## src/rtl/stream_pkg.sv

```systemverilog
`default_nettype none
// ============================================================================
// Module      : stream_pkg
// Description : Shared types and helpers for the producer stream controller.
// Revision    : 1.0 - initial release
// ============================================================================
package stream_pkg;

    typedef enum logic [1:0] {
        IDLE  = 2'd0,
        RUN   = 2'd1,
        PAUSE = 2'd2,
        DRAIN = 2'd3
    } state_t;

    // Widest word the parity helper accepts; callers zero-extend into it.
    localparam int c_parity_w = 256;

    function automatic logic even_parity(input logic [c_parity_w-1:0] data);
        return ^data;
    endfunction

endpackage
`default_nettype wire

```

## src/rtl/sync_fifo.sv

```systemverilog
`default_nettype none
// ============================================================================
// Module      : sync_fifo
// Description : Single-clock FIFO with first-word fall-through head.
// Revision    : 1.0 - initial release
// ============================================================================
module sync_fifo #(
    parameter  int WIDTH = 16,
    parameter  int DEPTH = 8,
    localparam int AW    = $clog2(DEPTH),
    localparam int CNTW  = AW + 1
) (
    input  logic             clk,
    input  logic             rst,
    input  logic             push,
    input  logic [WIDTH-1:0] push_data,
    input  logic             pop,
    output logic [WIDTH-1:0] head,
    output logic             full,
    output logic             empty,
    output logic [CNTW-1:0]  count
);

    localparam logic [CNTW-1:0] c_full_lvl = CNTW'(DEPTH);

    logic [WIDTH-1:0] r_mem [DEPTH];
    logic [AW-1:0]    r_wr_ptr;
    logic [AW-1:0]    r_rd_ptr;
    logic [CNTW-1:0]  r_count;

    // The caller only pushes when not full (or when popping the same cycle)
    // and only pops when not empty; pointers wrap naturally at DEPTH.
    always_ff @(posedge clk) begin
        if (rst) begin
            r_wr_ptr <= '0;
            r_rd_ptr <= '0;
            r_count  <= '0;
        end else begin
            if (push) begin
                r_wr_ptr <= r_wr_ptr + 1'b1;
            end
            if (pop) begin
                r_rd_ptr <= r_rd_ptr + 1'b1;
            end
            if (push && !pop) begin
                r_count <= r_count + 1'b1;
            end else if (pop && !push) begin
                r_count <= r_count - 1'b1;
            end
        end
    end

    always_ff @(posedge clk) begin
        if (push) begin
            r_mem[r_wr_ptr] <= push_data;
        end
    end

    assign head  = r_mem[r_rd_ptr];
    assign full  = (r_count == c_full_lvl);
    assign empty = (r_count == '0);
    assign count = r_count;

endmodule
`default_nettype wire

```

## src/rtl/stream_ctrl.sv

```systemverilog
`default_nettype none
// ============================================================================
// Module      : stream_ctrl
// Description : Selects and enables one producer, buffers its words with
//               hysteresis back-pressure and presents them with even parity.
// Revision    : 1.0 - initial release
// ============================================================================
module stream_ctrl
    import stream_pkg::*;
#(
    parameter  int NUM_CH = 2,
    parameter  int WIDTH  = 16,
    parameter  int DEPTH  = 8,
    localparam int CHW    = $clog2(NUM_CH),
    localparam int CNTW   = $clog2(DEPTH) + 1
) (
    input  logic                    clk,
    input  logic                    rst,
    input  logic                    start,
    input  logic [CHW-1:0]          start_ch,
    input  logic                    stop,
    output logic [NUM_CH-1:0]       prod_en,
    input  logic [NUM_CH-1:0]       prod_valid,
    input  logic [NUM_CH*WIDTH-1:0] prod_data,
    output logic                    out_valid,
    output logic [WIDTH-1:0]        out_data,
    output logic                    out_parity,
    input  logic                    out_ready,
    output logic                    busy,
    output logic [CHW-1:0]          active_ch,
    output logic [CNTW-1:0]         fifo_count
);

    localparam logic [CHW:0]    c_num_ch     = (CHW+1)'(NUM_CH);
    localparam logic [CNTW-1:0] c_pause_lvl  = CNTW'(DEPTH - 1);
    localparam logic [CNTW-1:0] c_resume_lvl = CNTW'(DEPTH / 2);

    state_t            r_state;
    state_t            w_state_nxt;
    logic [CHW-1:0]    r_active_ch;
    logic [CHW-1:0]    w_active_nxt;
    logic [NUM_CH-1:0] r_prod_en;
    logic [NUM_CH-1:0] w_prod_en_nxt;

    logic              w_sel_valid;
    logic [WIDTH-1:0]  w_sel_data;
    logic              w_push;
    logic              w_pop;
    logic              w_full;
    logic              w_empty;
    logic [CNTW-1:0]   w_count;
    logic [CNTW-1:0]   w_count_nxt;
    logic [WIDTH-1:0]  w_head;

    always_comb begin
        w_sel_valid = 1'b0;
        w_sel_data  = '0;
        for (int i = 0; i < NUM_CH; i++) begin
            if (r_active_ch == CHW'(i)) begin
                w_sel_valid = prod_valid[i];
                w_sel_data  = prod_data[i*WIDTH +: WIDTH];
            end
        end
    end

    // Accepting while full is fine when the head leaves in the same cycle.
    assign w_pop  = !w_empty && out_ready;
    assign w_push = w_sel_valid && (r_state != IDLE) && (!w_full || w_pop);

    always_comb begin
        w_count_nxt = w_count;
        if (w_push && !w_pop) begin
            w_count_nxt = w_count + 1'b1;
        end else if (w_pop && !w_push) begin
            w_count_nxt = w_count - 1'b1;
        end
    end

    sync_fifo #(
        .WIDTH (WIDTH),
        .DEPTH (DEPTH)
    ) u_fifo (
        .clk       (clk),
        .rst       (rst),
        .push      (w_push),
        .push_data (w_sel_data),
        .pop       (w_pop),
        .head      (w_head),
        .full      (w_full),
        .empty     (w_empty),
        .count     (w_count)
    );

    // Pausing at DEPTH-1 leaves one slot for the word already in flight
    // from a producer with one cycle of enable-to-valid latency.
    always_comb begin
        w_state_nxt   = r_state;
        w_active_nxt  = r_active_ch;
        w_prod_en_nxt = '0;
        case (r_state)
            IDLE: begin
                if (start && ({1'b0, start_ch} < c_num_ch)) begin
                    w_state_nxt  = RUN;
                    w_active_nxt = start_ch;
                end
            end
            RUN: begin
                if (stop) begin
                    w_state_nxt = DRAIN;
                end else if (w_count_nxt >= c_pause_lvl) begin
                    w_state_nxt = PAUSE;
                end
            end
            PAUSE: begin
                if (stop) begin
                    w_state_nxt = DRAIN;
                end else if (w_count <= c_resume_lvl) begin
                    w_state_nxt = RUN;
                end
            end
            DRAIN: begin
                if (w_empty) begin
                    w_state_nxt = IDLE;
                end
            end
            default: w_state_nxt = IDLE;
        endcase
        for (int i = 0; i < NUM_CH; i++) begin
            w_prod_en_nxt[i] = (w_state_nxt == RUN) && (w_active_nxt == CHW'(i));
        end
    end

    always_ff @(posedge clk) begin
        if (rst) begin
            r_state     <= IDLE;
            r_active_ch <= '0;
            r_prod_en   <= '0;
        end else begin
            r_state     <= w_state_nxt;
            r_active_ch <= w_active_nxt;
            r_prod_en   <= w_prod_en_nxt;
        end
    end

    assign prod_en    = r_prod_en;
    assign busy       = (r_state != IDLE);
    assign active_ch  = r_active_ch;
    assign fifo_count = w_count;
    assign out_valid  = !w_empty;
    assign out_data   = w_head;
    assign out_parity = even_parity(c_parity_w'(w_head));

endmodule
`default_nettype wire

```

## config.mk

```make
export PLATFORM = sky130hd
export DESIGN_NAME = stream_ctrl
export DESIGN_NICKNAME = d
export VERILOG_FILES = /design/src/rtl/stream_pkg.sv /design/src/rtl/sync_fifo.sv /design/src/rtl/stream_ctrl.sv
export SDC_FILE = /design/constraint.sdc
export NUM_CORES = 1
export LEC_CHECK = 0
export BUFFER_PORTS_ARGS = -buffer_cell sky130_fd_sc_hd__buf_2
export CAP_MARGIN = 20
export CORE_ASPECT_RATIO = 0.7
export CORE_UTILIZATION = 58
export DETAILED_ROUTE_END_ITERATION = 8
export PLACE_DENSITY = 0.84
export SLEW_MARGIN = 40
export SYNTH_ARGS = -nofsm -noshare
export SYNTH_HDL_FRONTEND = slang
export SYNTH_SLANG_ARGS = --single-unit
```

## constraint.sdc

```tcl
create_clock -name clk -period 3.5 [get_ports clk]
set_input_delay 0 -clock clk [delete_from_list [all_inputs] [get_ports clk]]
set_output_delay 0 -clock clk [all_outputs]
set_load 0.1 [all_outputs]
```

==> run metrics <==
Worst VDD drop=1.48 mV; Crit path top cell by count=xnor2_1; Mapped Avg Cell Area=18.1 um2; Overflow after GRT=0; Die Ht=slightly below 90 um; top-count cell post-synth=edfxtp_1; P&R area growth vs syn=21.7%; Synthesis Warnings=0; sequential share of the synthesized area=between 60% and 70%; RSZ-0062 raised after global routing=no; Tightest Hold Check Type=in2reg; initial antenna violation count=0; post-CTS setup buffers=0; Diodes inserted=0; initial core utilization=59.6%; Net count, final=approximately 490; commonest cells in the netlist=edfxtp_1 (128), mux4_2 (32), mux2_2 (30); CTS root buffer=clkbuf_16; via count=around 3,500; mapped cell area=6180 um2; Die X=125 um; Layout Utilization=72.6%; share of cells above drive strength 1=around two fifths; largest net degree at the start of global routing=33; DRT iter0 DRCs=approximately 280; Total GRT Usage=about a quarter; Rows=31; Synth area leaders=edfxtp_1 (62%), mux4_2 (12%), dfxtp_1 (5.8%); failing checks=design-rule violations; adder-cell share of the synthesized area=0.810%; WL/cell=21.6 um; worst slew pin tran=0.654 ns; crit path cell chain=buf_12 > mux4_2 > mux2_2 > xor2_1 > xnor2_1 > xnor2_1 > xnor2_2 > buf_2; post-synthesis mux area share=18.5%; Filler Cell Count=between 500 and 600; main combinational cell family by area after synthesis=multiplexers; Routed Wire Length=~13,000 um; die area=~11,000 um2; status=finished, violations left; vias in the first global route=~3,500; FF+latch count, synth=146; Reg-to-Reg Start=u_fifo.count[0]$_SDFF_PP0_; CTS tree=done; CP Class=reg2out; Leakage=around 2.6 nW; first-pass GRT wire length=approximately 19,000 um; Slew Limit Fails=0; Top delay family on crit path=multiplexers; grt peak-use layer=met2; met3 Track Usage GR=between 5 and 6%; leading area contributor after synthesis=edfxtp_1; top_reg_cell synth=edfxtp_1; # setup viols final=0; final setup margin=0.209 ns; endpoints failing hold=0; Critical Path Sink Type=primary output; Post-Syn Instances=around 340; max frequency=0.304 GHz; syn nets=385; PD cells=875 nW/um2; Tcrit/Tclk final=94.0%; clk_lat worst skew=0.42 ns; H-tree Lvls=4; HP Start=prod_data[26]; met1 Track Usage GR=31.1%; Synth top area share=62.2%; antenna-violating nets left=0; placer congestion estimate=0.889; post-synthesis compound-gate area fraction=around 3.3%; dpl hpwl=8040 um; Hold WS=roughly 0.016 ns; I/O pin total=66; Finished Cell Area=around 7500 um2; drc violations=5; highest cell delay on the worst timing path=around 0.53 ns; Bufs on Longest Clock Path=2; FFs w/ async S/R, synth=0%; global routing usage on met2=41.1%; setup TNS=0 ns; Post-synth EDFFs=128; Synth Area in XOR/XNOR=about 3.2%; post-synth cell types=46; Buf/Inv on CP=2; pre-CTS WS=between 0.5 and 0.6 ns; area share of and/or/nand/nor cells after synthesis=4.17%; Worst path slowest cell=dfxtp_4; 1st-pass router iterations=7; vias per inst=~6; CTS sink cnt=about 150; Clock Skews=0.0128 ns; min Tclk post-route=roughly 3.3 ns; CP arrival=3.29 ns; CTS buffer count=17; Slew headroom=56.1%; Required @ worst endpoint=around 3.5 ns; core area=10,400 um2; Critical Path Fanout Max=13; clock slew at reported path FFs=0.06 ns; IO buf count=65; DP Area=6780 um2; max-cap check violation count=0; crit path launch type=flip-flop
==> worst reg2reg max path, stage by stage, from the launching register on <==
cell and delay [ns]:
dfxtp_1 0.44, inv_1 0.11, ha_1 0.31, nor2b_1 0.24, a221oi_1 0.58, mux2i_1 0.14
o32a_1 0.24, o211ai_1 0.28, a21boi_0 0.17
==> registers in the layout, summed over array words and instances (netlist names), named ones only <==
name and count:
u_fifo.r_mem 128, u_fifo.count 4, u_fifo.r_rd_ptr 3, u_fifo.r_wr_ptr 3, prod_en 2, r_state 2, active_ch 1
==> cells in the final DEF (no fill, tap or decap), drive strengths merged, types with 2 or more instances in the layout <==
master and count:
a21oi 6, mux2 33, clkbuf 25, o211ai 2, a211oi 4, xnor2 11, clkinv 5, buf 82
nor4 2, edfxtp 128, a21boi 2, mux2i 4, nor3 8, dlygate4sd3 15, nor2 21, nand2b 5
mux4 32, nand3 2, dfxtp 18, xor2 7, ha 4, nand2 13, inv 9
==> kinds of logic after synthesis <==
family | after synthesis
flip-flops | 146
multiplexers | 69
AND/OR/NAND/NOR | 55
AO/OA/AOI/OAI | 27
buffers and inverters | 21
XOR/XNOR | 19
adder cells (fa/ha/maj) | 4
==> stage by stage <==
step	instances	power, W
CTS	588	0.00661
global placement	541	0.00483
finish	588	0.00658
global route	588	0.00677
floorplan	341	0.00427
detailed placement	541	0.00488
==> worst paths after layout <==
check                                    endpoint  depth (start not counted)  slack [ns]
setup / recovery                       out_parity                          8        0.21
hold / removal      u_fifo.r_mem[5][10]$_DFFE_PP_                          2        0.02
setup reg to reg            prod_en[1]$_SDFF_PP0_                          8        0.85
hold reg to reg   u_fifo.r_rd_ptr[2]$_SDFFE_PP0N_                          2        0.54
==> power breakdown <==
group | leakage [nW] | switching, W | internal (W)
registers | 1.30 | 0.000101 | 0.00201
clock network | 0.294 | 0.000652 | 0.00106
logic | 1.04 | 0.00198 | 0.000776
total | 2.63 | 0.00273 | 0.00385
==> timing repair <==
item	in CTS	in global routing
hold buffers	15	0
gates resized for setup	0	1
endpoints found under the setup margin	0	1
hold endpoints to repair	58	0
==> area by class of cell <==
| type | count | area (um2) | share of cell area (%) |
|---|---|---|---|
| Clock buffer | 25 | 538 | 7.16 |
| Clock inverter | 7 | 41.3 | 0.549 |
| Inverter | 7 | 26.3 | 0.350 |
| Multi-Input combinational cell | 174 | 1900 | 25.2 |
| Sequential cell | 146 | 4210 | 56.0 |
| Tap cell | 132 | 165 | 2.20 |
| Timing Repair Buffer | 97 | 641 | 8.52 |
==> metal layers <==
metal  vias to the layer above  part of all wire [%]
li1                       1571                     -
met1                      1730                    42
met2                       145                    49
met3                        26                   6.0
met4                         0                   2.3
met5                         -                     0
(Power assumes the default switching activity.)
